File: src/rtl/cmd_fetcher_if.sv
// Command memory and downstream command handshake signals between the fetcher,
// the command memory and the avionics controller.
interface cmd_fetcher_if #(
    parameter int DATA_W = 16,
    parameter int OP_W   = 4
);
    logic                   NEXT_CMD;
    logic [DATA_W-1:0]      data;
    logic                   cmd_valid;
    logic [OP_W-1:0]        cmd_op;
    logic [DATA_W-OP_W-1:0] cmd_arg;
    logic                   cmd_ready;

    modport master (
        output NEXT_CMD,
        input  data,
        output cmd_valid,
        output cmd_op,
        output cmd_arg,
        input  cmd_ready
    );

    modport slave (
        input  NEXT_CMD,
        output data,
        input  cmd_valid,
        input  cmd_op,
        input  cmd_arg,
        output cmd_ready
    );
endinterface

File: src/rtl/cmd_fetcher.sv
// Command fetcher: pulses NEXT_CMD, waits out the memory latency, captures the
// word and offers it downstream as opcode/argument until accepted or halted.
//
// state   | meaning
// IDLE    | after reset, waiting for START
// REQ     | NEXT_CMD high for one cycle, latency timer loaded
// WAIT    | timer counting down; word captured when it reads 0
// PRESENT | cmd_valid high until cmd_ready
// HALTED  | halt opcode captured, waiting for START to resume
module cmd_fetcher #(
    parameter int              DATA_W  = 16,
    parameter int              OP_W    = 4,
    parameter int              MEM_LAT = 2,
    parameter logic [OP_W-1:0] HALT_OP = 4'hF
) (
    input  logic          CLK,
    input  logic          RST,
    input  logic          START,
    cmd_fetcher_if.master bus,
    output logic          busy,
    output logic          halted,
    output logic [7:0]    fetch_count
);

    typedef enum logic [2:0] {
        S_IDLE,
        S_REQ,
        S_WAIT,
        S_PRESENT,
        S_HALTED
    } state_t;

    localparam logic [3:0] LAT_M1 = 4'(MEM_LAT - 1);

    state_t     state;
    state_t     state_nxt;
    logic [3:0] wait_cnt;
    logic [3:0] wait_cnt_nxt;
    logic       capture;

    always_ff @(posedge CLK or negedge RST) begin
        if (!RST) begin
            state        <= S_IDLE;
            wait_cnt     <= '0;
            bus.NEXT_CMD <= 1'b0;
            fetch_count  <= '0;
            bus.cmd_op   <= '0;
            bus.cmd_arg  <= '0;
        end else begin
            state        <= state_nxt;
            wait_cnt     <= wait_cnt_nxt;
            bus.NEXT_CMD <= (state_nxt == S_REQ);
            if (state == S_REQ) begin
                fetch_count <= fetch_count + 8'd1;
            end
            if (capture) begin
                bus.cmd_op  <= bus.data[DATA_W-1 -: OP_W];
                bus.cmd_arg <= bus.data[DATA_W-OP_W-1:0];
            end
        end
    end

    always_comb begin
        state_nxt    = state;
        wait_cnt_nxt = wait_cnt;
        capture      = 1'b0;
        case (state)
            S_IDLE: begin
                if (START) state_nxt = S_REQ;
            end
            S_REQ: begin
                wait_cnt_nxt = LAT_M1;
                state_nxt    = S_WAIT;
            end
            S_WAIT: begin
                if (wait_cnt == 4'd0) begin
                    capture = 1'b1;
                    // decide on the live memory word, not the register it is being loaded into
                    if (bus.data[DATA_W-1 -: OP_W] == HALT_OP) state_nxt = S_HALTED;
                    else                                      state_nxt = S_PRESENT;
                end else begin
                    wait_cnt_nxt = wait_cnt - 4'd1;
                end
            end
            S_PRESENT: begin
                if (bus.cmd_ready) state_nxt = S_REQ;
            end
            S_HALTED: begin
                if (START) state_nxt = S_REQ;
            end
            default: state_nxt = S_IDLE;
        endcase
    end

    assign bus.cmd_valid = (state == S_PRESENT);
    assign busy          = (state == S_REQ) || (state == S_WAIT) || (state == S_PRESENT);
    assign halted        = (state == S_HALTED);

endmodule

File: src/flat_wrapper.sv
// flat-port wrapper written by rule: the top's interface ports become plain ports
module cmd_fetcher_flat 
#(
    parameter int              DATA_W  = 16,
    parameter int              OP_W    = 4,
    parameter int              MEM_LAT = 2,
    parameter logic [OP_W-1:0] HALT_OP = 4'hF
)
  (CLK, RST, START, busy, halted, fetch_count, bus_NEXT_CMD, bus_data, bus_cmd_valid, bus_cmd_op, bus_cmd_arg, bus_cmd_ready);
  cmd_fetcher_if #(.DATA_W(DATA_W), .OP_W(OP_W)) bus_i ();
  input  logic CLK;
  input  logic RST;
  input  logic START;
  output logic busy;
  output logic halted;
  output logic [7:0] fetch_count;
  output wire logic [$bits(bus_i.NEXT_CMD)-1:0] bus_NEXT_CMD;
  input wire logic [$bits(bus_i.data)-1:0] bus_data;
  output wire logic [$bits(bus_i.cmd_valid)-1:0] bus_cmd_valid;
  output wire logic [$bits(bus_i.cmd_op)-1:0] bus_cmd_op;
  output wire logic [$bits(bus_i.cmd_arg)-1:0] bus_cmd_arg;
  input wire logic [$bits(bus_i.cmd_ready)-1:0] bus_cmd_ready;
  assign bus_NEXT_CMD = bus_i.NEXT_CMD;
  assign bus_i.data = bus_data;
  assign bus_cmd_valid = bus_i.cmd_valid;
  assign bus_cmd_op = bus_i.cmd_op;
  assign bus_cmd_arg = bus_i.cmd_arg;
  assign bus_i.cmd_ready = bus_cmd_ready;
  cmd_fetcher #(.DATA_W(DATA_W), .OP_W(OP_W), .MEM_LAT(MEM_LAT), .HALT_OP(HALT_OP)) u_core (.CLK(CLK), .RST(RST), .START(START), .bus(bus_i), .busy(busy), .halted(halted), .fetch_count(fetch_count));
endmodule
File: config.mk
export PLATFORM = sky130hd
export DESIGN_NAME = cmd_fetcher_flat
export DESIGN_NICKNAME = d
export VERILOG_FILES = /design/src/rtl/cmd_fetcher_if.sv /design/src/rtl/cmd_fetcher.sv /design/src/flat_wrapper.sv
export SDC_FILE = /design/constraint.sdc
export NUM_CORES = 1
export LEC_CHECK = 0
export CORE_UTILIZATION = 51
export CTS_BUF_LIST = sky130_fd_sc_hd__clkbuf_8
export DETAILED_ROUTE_END_ITERATION = 12
export GPL_TIMING_DRIVEN = 0
export PLACE_DENSITY = 0.87
export SYNTH_ARGS = -nofsm -noshare
export SYNTH_HDL_FRONTEND = slang
export SYNTH_SLANG_ARGS = --single-unit
File: constraint.sdc
create_clock -name CLK -period 3.6 [get_ports CLK]
set_input_delay 0.9 -clock CLK [delete_from_list [all_inputs] [get_ports CLK]]
set_output_delay 0.9 -clock CLK [all_outputs]
set_load 0.05 [all_outputs]
* Yosys cells after proc, flatten, opt, wreduce, memory -nomap -nowiden *
Cells that the tools add are included.

storage, ports and cells
  logic and storage cells = 31
  output and inout bits = 28
  input bits = 20
  register bits after elaboration = 32

operators by class
  reductions and logical operators = 7
  multiplexer cells = 9
  add/sub/neg operators = 2
  equal/unequal tests = 7

operators with widths
  operator               count
  $mux W3                4
  $pmux W3 S4            1
  $add A8 B1 Y8 const B  1
  $pmux W4 S2            1
  $eq A3 B1 Y1 const B   2
  $eq A3 B2 Y1 const B   2
  $eq A4 B4 Y1 const B   1
  $logic_not A4 Y1       1
  $mux W4                1
  $sub A4 B1 Y4 const B  1
  $eq A3 B3 Y1 const B   1
  $logic_not A3 Y1       1
  $logic_or A1 B1 Y1     2
  $mux W1                2
  $ne A2 B2 Y1 const B   1
  $reduce_and A2 Y1      1
  $reduce_bool A2 Y1     1
  $reduce_or A2 Y1       1

* Logic depth before layout (Yosys ltp) *
Gate-level depths: netlist (run 1).

  depth in word-level cells = 5
  gate-level depth with buffers = 6
  depth with buffers taken out = 5

* Least setup slack after synthesis (run 1) *
Ideal clock, no wire load.

  path type = register to output
  start = register u_core.state[1]
  end = output port halted
  slack = 1.304 ns
  arrival = 1.396 ns
  path buffers = 1
  data required time = 2.700 ns
  stages on the path, launching flop included = 5
  path through = dfrtp_1 -> buf_4 -> nor2_1 -> inv_1 -> nor2_1

on the way
  longest elaborated chain between the ends = 1

RTL lines
  element                 RTL line            text
  from (decl)             cmd_fetcher.sv:35   state_t state;
  from (signal assigned)  cmd_fetcher.sv:50   state <= state_nxt;
  $eq A3 B3 Y1            cmd_fetcher.sv:97   assign halted = (state == S_HALTED);
  to (decl)               flat_wrapper.sv:15  output logic halted;

Every way passes these cells.

* Worst setup path after layout (run 1) *
Ends and elaborated chain as after synthesis.

==> impl_results.md, run 1 <==
* Multi-input combinational cell area at 602 um2
* CTS sink cnt at 32
* Final Max Slew Viols at 0
* Area grow syn2layout at 40.3%
* Placed Area at 1990 um2
* #FFs+latches synth at 32
* Outcome: complete, no violations
* Cell variety after synth at 33
* Clock Skew at 5.35 ps
* CP Capture Type: output pin
* Post-Syn Instances at 114
* Worst Hold Class: reg -> reg
* Leak at 0.000911 uW
* Critical-path cell list: buf_4 -> nor2_1 -> inv_1 -> nor2_1 -> clkdlybuf4s50_1
* Overflow after GRT at 0
* Final Cycle Share at 81.8%
* H-tree level count at 2
* Most frequent cell after synthesis: dfrtp_1
* FP Rows at 19
* Top post-synthesis cells by area: dfrtp_1, mux2_4, mux2_2
* Final instance area at 2080 um2
* Crit Path Category: reg -> out
* Initial Util at 53.7%
* Worst Path Buf+Inv at 3
* DRC at 0
* DRT antenna net count at 0
* Comb pwr share at 58.2%
* DPL Wire Length at 2450 um
* Clock share of power at 12.8%
* Worst VDD drop at 0.00123 V
* Max-cap violations at 0
* CTS root buf: clkbuf_8
* RSZ-0062 raised after global routing: false
* Die H at 55.9 um
* Sequential power share at 29.0%
* # IOs at 48
* Post-route minimum period at 2940 ps
* Critical path's top delay family: buffers and inverters
* Largest fanout on the critical path at 9
* Top cell type's share of synthesized area at 54.1%
* Final setup viols at 0
* CP Launch Type: flop
* Avg Inst Size Synth at 13.0 um2
* M2 GR Usage at 39.8%
* Hold_buf cts at 0
* Vias in the first global route at 1100
* Total GRT Usage at 24.3%
* First-pass GRT wire length at 5500 um
* # port buffers at 47
* GR Layer Usage met3 at 8.37%
* WL/cell at 16.6 um
* Worst rel slew slack at 51.6%
* Async SR Flop Fraction at 100%
* Clock slew at the register clock pins of the worst setup and hold paths at 60 ps
* Max Clock Freq at 340 MHz
* Power per standard cell area at 1050 nW/um2
* Slowest CP cell: clkdlybuf4s50_1
* Placer Congestion at 0.782
* Largest net degree at the start of global routing at 33
* DRT Wirelength at 3330 um
* Slowest stage delay, CP at 810 ps
* Fin nets at 190
* Final Hold Violating Endpoints at 0
* Detailed-route via count at 1096
* Most used DFF post-synth: dfrtp_1
* Yosys top cell by area: dfrtp_1
* Register area at 801 um2
* Part of the Yosys area used for sequential elements at 54.1%
* Die ar. at 3120 um2
* Total clock buffers created by CTS at 5
* Met1 GRT Util at 27.4%
* N_diodes at 0
* Skew-Pair Late Insertion Delay at 280 ps
* Gr busiest metal: met2
* Initial antenna violation count at 0
* Layout cells sized above 1 at 20.1%
* Worst slew pin tran at 725 ps
* Vias per inst at 5.48
* Internal Pwr Total at 1170 uW
* Worst hold margin at 466 ps
* Non-Filler Instances at 200
* Die W at 55.9 um
* Crit path DAT at 2040 ps
* First-pass DRT Iterations at 4
* Top post-synthesis cells by count: dfrtp_1, mux2_2, mux2_4
* Post-CTS Resized at 0
* Syn Std Cell Area at 1480 um2
* CTS Buffer Depth at 2
* Switching Power at 1010 uW
* WP data required at 2700 ps
* Post-route setup TNS at 0 ps
* Placed Cells at 192
* # fillers at 195
* CTS tree: built
* Iteration-0 DRC Markers at 33
* EDFF count, synth at 0
* Core Box Area at 2760 um2
* CP most frequent cell: nor2_1
* Sw Ratio at 46.5%
* Postcts setup bufs at 0
* Syn_nets at 136
* YS warnings at 0
## layout by cell type (no fill, tap or decap), drive strengths merged
cell type / count
clkdlybuf4s50: 46
dfrtp: 32
mux2: 16
nor2: 7
inv: 6
nand2: 6
clkbuf: 6
buf: 6
xnor2: 5
nand4: 4
nand3: 4
or3b: 3
nor3b: 2
a221o: 2
o21ai: 2
or3: 2
o211ai: 2
o31ai: 2
nor3: 2
xor2: 2
ha: 2
clkinv: 2
nor2b: 1
and2: 1
o32a: 1
a21oi: 1
nand2b: 1
o221ai: 1
mux2i: 1
and4: 1
## per-layer routing
layer | part of all wire [%] | routed length, um
met1 | 39 | 1300
met5 | 0 | 0
met2 | 52 | 1740
met3 | 5.3 | 175
met4 | 3.3 | 110
## state kept, by name, indices dropped and copies added, names as in the netlist
signal               cells
u_core.fetch_count       8
u_core.bus.cmd_arg      12
u_core.bus.cmd_op        4
u_core.wait_cnt          4
u_core.state             3
u_core.bus.NEXT_CMD      1
## logic make-up after synthesis
| family | share of synthesized area [%] |
|---|---|
| and+or+nand+nor | 14.3 |
| DFF | 54.1 |
| muxes | 14.9 |
| AOI/OAI and AO/OA | 5.66 |
| buffers and inverters | 5.24 |
| xor gates and xnor gates | 4.14 |
| adders and majority gates | 1.69 |
## worst reg2reg max path, delay by kind of cell, from the launching register on
kind / cells / cell delay, ps
simple gates: 2 / 740
flops: 1 / 420
mux: 1 / 310
buf+inv: 2 / 240
fa+ha+maj: 1 / 180
## per-stage QoR
step                      util (%)  setup WS, ps  power (uW)
after floorplan                  -          1300        1500
after global placement        72.1          1010        1850
after detailed placement      72.1           969        1900
after CTS                     75.5           657        2190
after global routing          75.3           579        2280
final                         75.3           657        2180
## path summary, 6_finish.rpt
path	cells past startpoint	to	slack, ps	start
setup / recovery	5	halted	660	u_core.state[1]
hold / removal	1	u_core.fetch_count[7]	470	u_core.fetch_count[7]
setup reg to reg	6	u_core.bus.cmd_arg[7]	1610	u_core.wait_cnt[0]
hold reg to reg	1	u_core.fetch_count[7]	470	u_core.fetch_count[7]
max in group asynchronous	1	u_core.wait_cnt[0]	2510	RST
min in group asynchronous	1	u_core.bus.cmd_arg[6]	650	RST
## power groups by stage
stage / Clock, uW / Combinational, uW / Sequential (uW)
final: 280 / 1270 / 631
after detailed placement: 0 / 1270 / 636
after global routing: 299 / 1330 / 652
after global placement: 0 / 1230 / 618
after CTS: 290 / 1270 / 631
after floorplan: 0 / 461 / 1040
## area by class of cell
cell class	count	area share, %
well taps	31	1.87
multi-input cells	71	29.0
plain buffers	5	2.65
inverters	6	1.08
repair buffers	47	22.4
clock buffers	6	3.98
flip-flops and latches	32	38.6
clock inverters	2	0.482
Note: power is estimated with default switching activity, not from simulation.
==> inputs of run 2 (changes only) <==
--- a/config.mk
+++ b/config.mk
@@ -5,11 +5,11 @@
 export SDC_FILE = /design/constraint.sdc
 export NUM_CORES = 1
 export LEC_CHECK = 0
-export CORE_UTILIZATION = 51
+export CORE_UTILIZATION = 47
 export CTS_BUF_LIST = sky130_fd_sc_hd__clkbuf_8
 export DETAILED_ROUTE_END_ITERATION = 12
 export GPL_TIMING_DRIVEN = 0
-export PLACE_DENSITY = 0.87
+export PLACE_DENSITY = 0.81
 export SYNTH_ARGS = -nofsm -noshare
 export SYNTH_HDL_FRONTEND = slang
 export SYNTH_SLANG_ARGS = --single-unit
==> constraint.sdc (replaced) <==
create_clock -name CLK -period 3 [get_ports CLK]
set_input_delay 0.75 -clock CLK [delete_from_list [all_inputs] [get_ports CLK]]
set_output_delay 0.75 -clock CLK [all_outputs]
set_load 0.05 [all_outputs]
==> impl_results.md, run 2 (same netlist as run 1, synthesis figures left out) <==
* Post-route minimum period at 2830 ps
* DRC at 0
* Postcts setup bufs at 0
* Commonest non-fill, non-tap cell in the layout: clkdlybuf4s50_1
* DPL Wire Length at 2210 um
* Worst rel slew slack at 53.9%
* Largest net degree at the start of global routing at 33
* Outcome: complete, no violations
* N_diodes at 0
* Die H at 58.1 um
* Clock Skew at 4.45 ps
* Skew-Pair Late Insertion Delay at 280 ps
* First-pass DRT Iterations at 5
* Max Clock Freq at 353 MHz
* Die ar. at 3380 um2
* Post-route setup TNS at 0 ps
* Max reg flops at 12
* Clock slew at the register clock pins of the worst setup and hold paths at 60 ps
* CTS root buf: clkbuf_8
* Crit Path Category: reg -> out
* # port buffers at 47
* Leak at 0.000924 uW
* DRT antenna net count at 0
* Worst slew pin tran at 690 ps
* Hold_buf cts at 0
* Placer Congestion at 0.716
* Die W at 58.1 um
* Final Hold Violating Endpoints at 0
* Post-CTS Resized at 0
* Initial antenna violation count at 0
* CP Capture Type: output pin
* Area grow syn2layout at 43.7%
* Vias in the first global route at 1044
* Total power at 2710 uW
* Worst VDD drop at 0.000666 V
* First-pass GRT wire length at 4690 um
* Layout cells sized above 1 at 20.1%
* Max-cap violations at 0
* Placed Area at 2010 um2
* Fin nets at 190
* WP data required at 2250 ps
* CTS tree: built
* Crit path DAT at 2080 ps
* CTS Buffer Depth at 2
* Final instance area at 2130 um2
* Largest fanout on the critical path at 9
* Final Cycle Share at 94.3%
* CP Launch Type: flop
* Initial Util at 48.9%
* RSZ-0062 raised after global routing: false
* Total GRT Usage at 19.3%
* H-tree level count at 2
* Vias per inst at 4.93
* Most frequent cells in the layout: clkdlybuf4s50_1, dfrtp_1, mux2_4, mux2_2, clkbuf_8
* # IOs at 48
* WL/cell at 13.6 um
* Worst Hold Class: reg -> reg
* Overflow after GRT at 0
* Final Max Slew Viols at 0
* Biggest register: u_core.bus.cmd_arg
* Detailed-route via count at 1051
* Total clock buffers created by CTS at 5
* Regs by FF count: u_core.bus.cmd_arg: 12 flops, u_core.fetch_count: 8 flops
* CTS sink cnt at 32
* Iteration-0 DRC Markers at 11
* Core Box Area at 3030 um2
* Power per standard cell area at 1270 nW/um2
* Final setup viols at 0
* FP Rows at 20
* DRT Wirelength at 2890 um
run 2: cell types whose count changed in the layout (fill, tap and decap cells not counted), sizes merged:
cell	delta
clkinv	-2
bufinv	+1
clkbuf	+1
run 2: cell type report:
class,instances,area (um2)
fillers,213,901
flip-flops and latches,32,801
multi-input cells,71,602
repair buffers,47,465
clock buffers,7,96.3
plain buffers,5,55.1
well taps,44,55.1
clock inverters,1,30.0
inverters,6,22.5
run 2: where the power goes:
group	internal, uW	switching, uW	leakage, uW
combinational	601	907	0.000463
clock	293	152	0.0000645
sequential	614	139	0.000397
run 2: through the flow:
stage / setup slack [ps] / util (%) / std cells / hold slack, ps
final: 171 / 70.2 / 213 / 470
after detailed placement: 490 / 66.2 / 205 / 478
after floorplan: 854 / - / 114 / 454
after global placement: 570 / 66.2 / 205 / 457
after global routing: 94.9 / 70.2 / 213 / 493
after CTS: 170 / 70.4 / 213 / 486
run 2: path summary, 6_finish.rpt:
path                                       start                     to  slack, ps  depth (start not counted)
max                              u_core.state[1]                 halted        170                          5
max reg2reg                   u_core.wait_cnt[0]  u_core.bus.cmd_arg[7]       1010                          6
min in group asynchronous                    RST  u_core.bus.cmd_arg[8]        510                          1
min reg2reg                u_core.fetch_count[7]  u_core.fetch_count[7]        470                          1
max in group asynchronous                    RST  u_core.fetch_count[7]       2030                          1
min                        u_core.fetch_count[7]  u_core.fetch_count[7]        470                          1
run 2: critical path: stages (launching register included):
cell,delay (ps)
dfrtp_1,360
buf_4,160
nor2_1,230
inv_1,100
nor2_1,120
clkdlybuf4s50_1,830
run 2: layer usage:
metal	vias up	routed length, um	GRT usage [%]
met5	-	0	0
met4	0	23	10.2
met3	2	157	8.71
met2	35	1530	30.4
met1	506	1190	22.1
li1	508	-	-
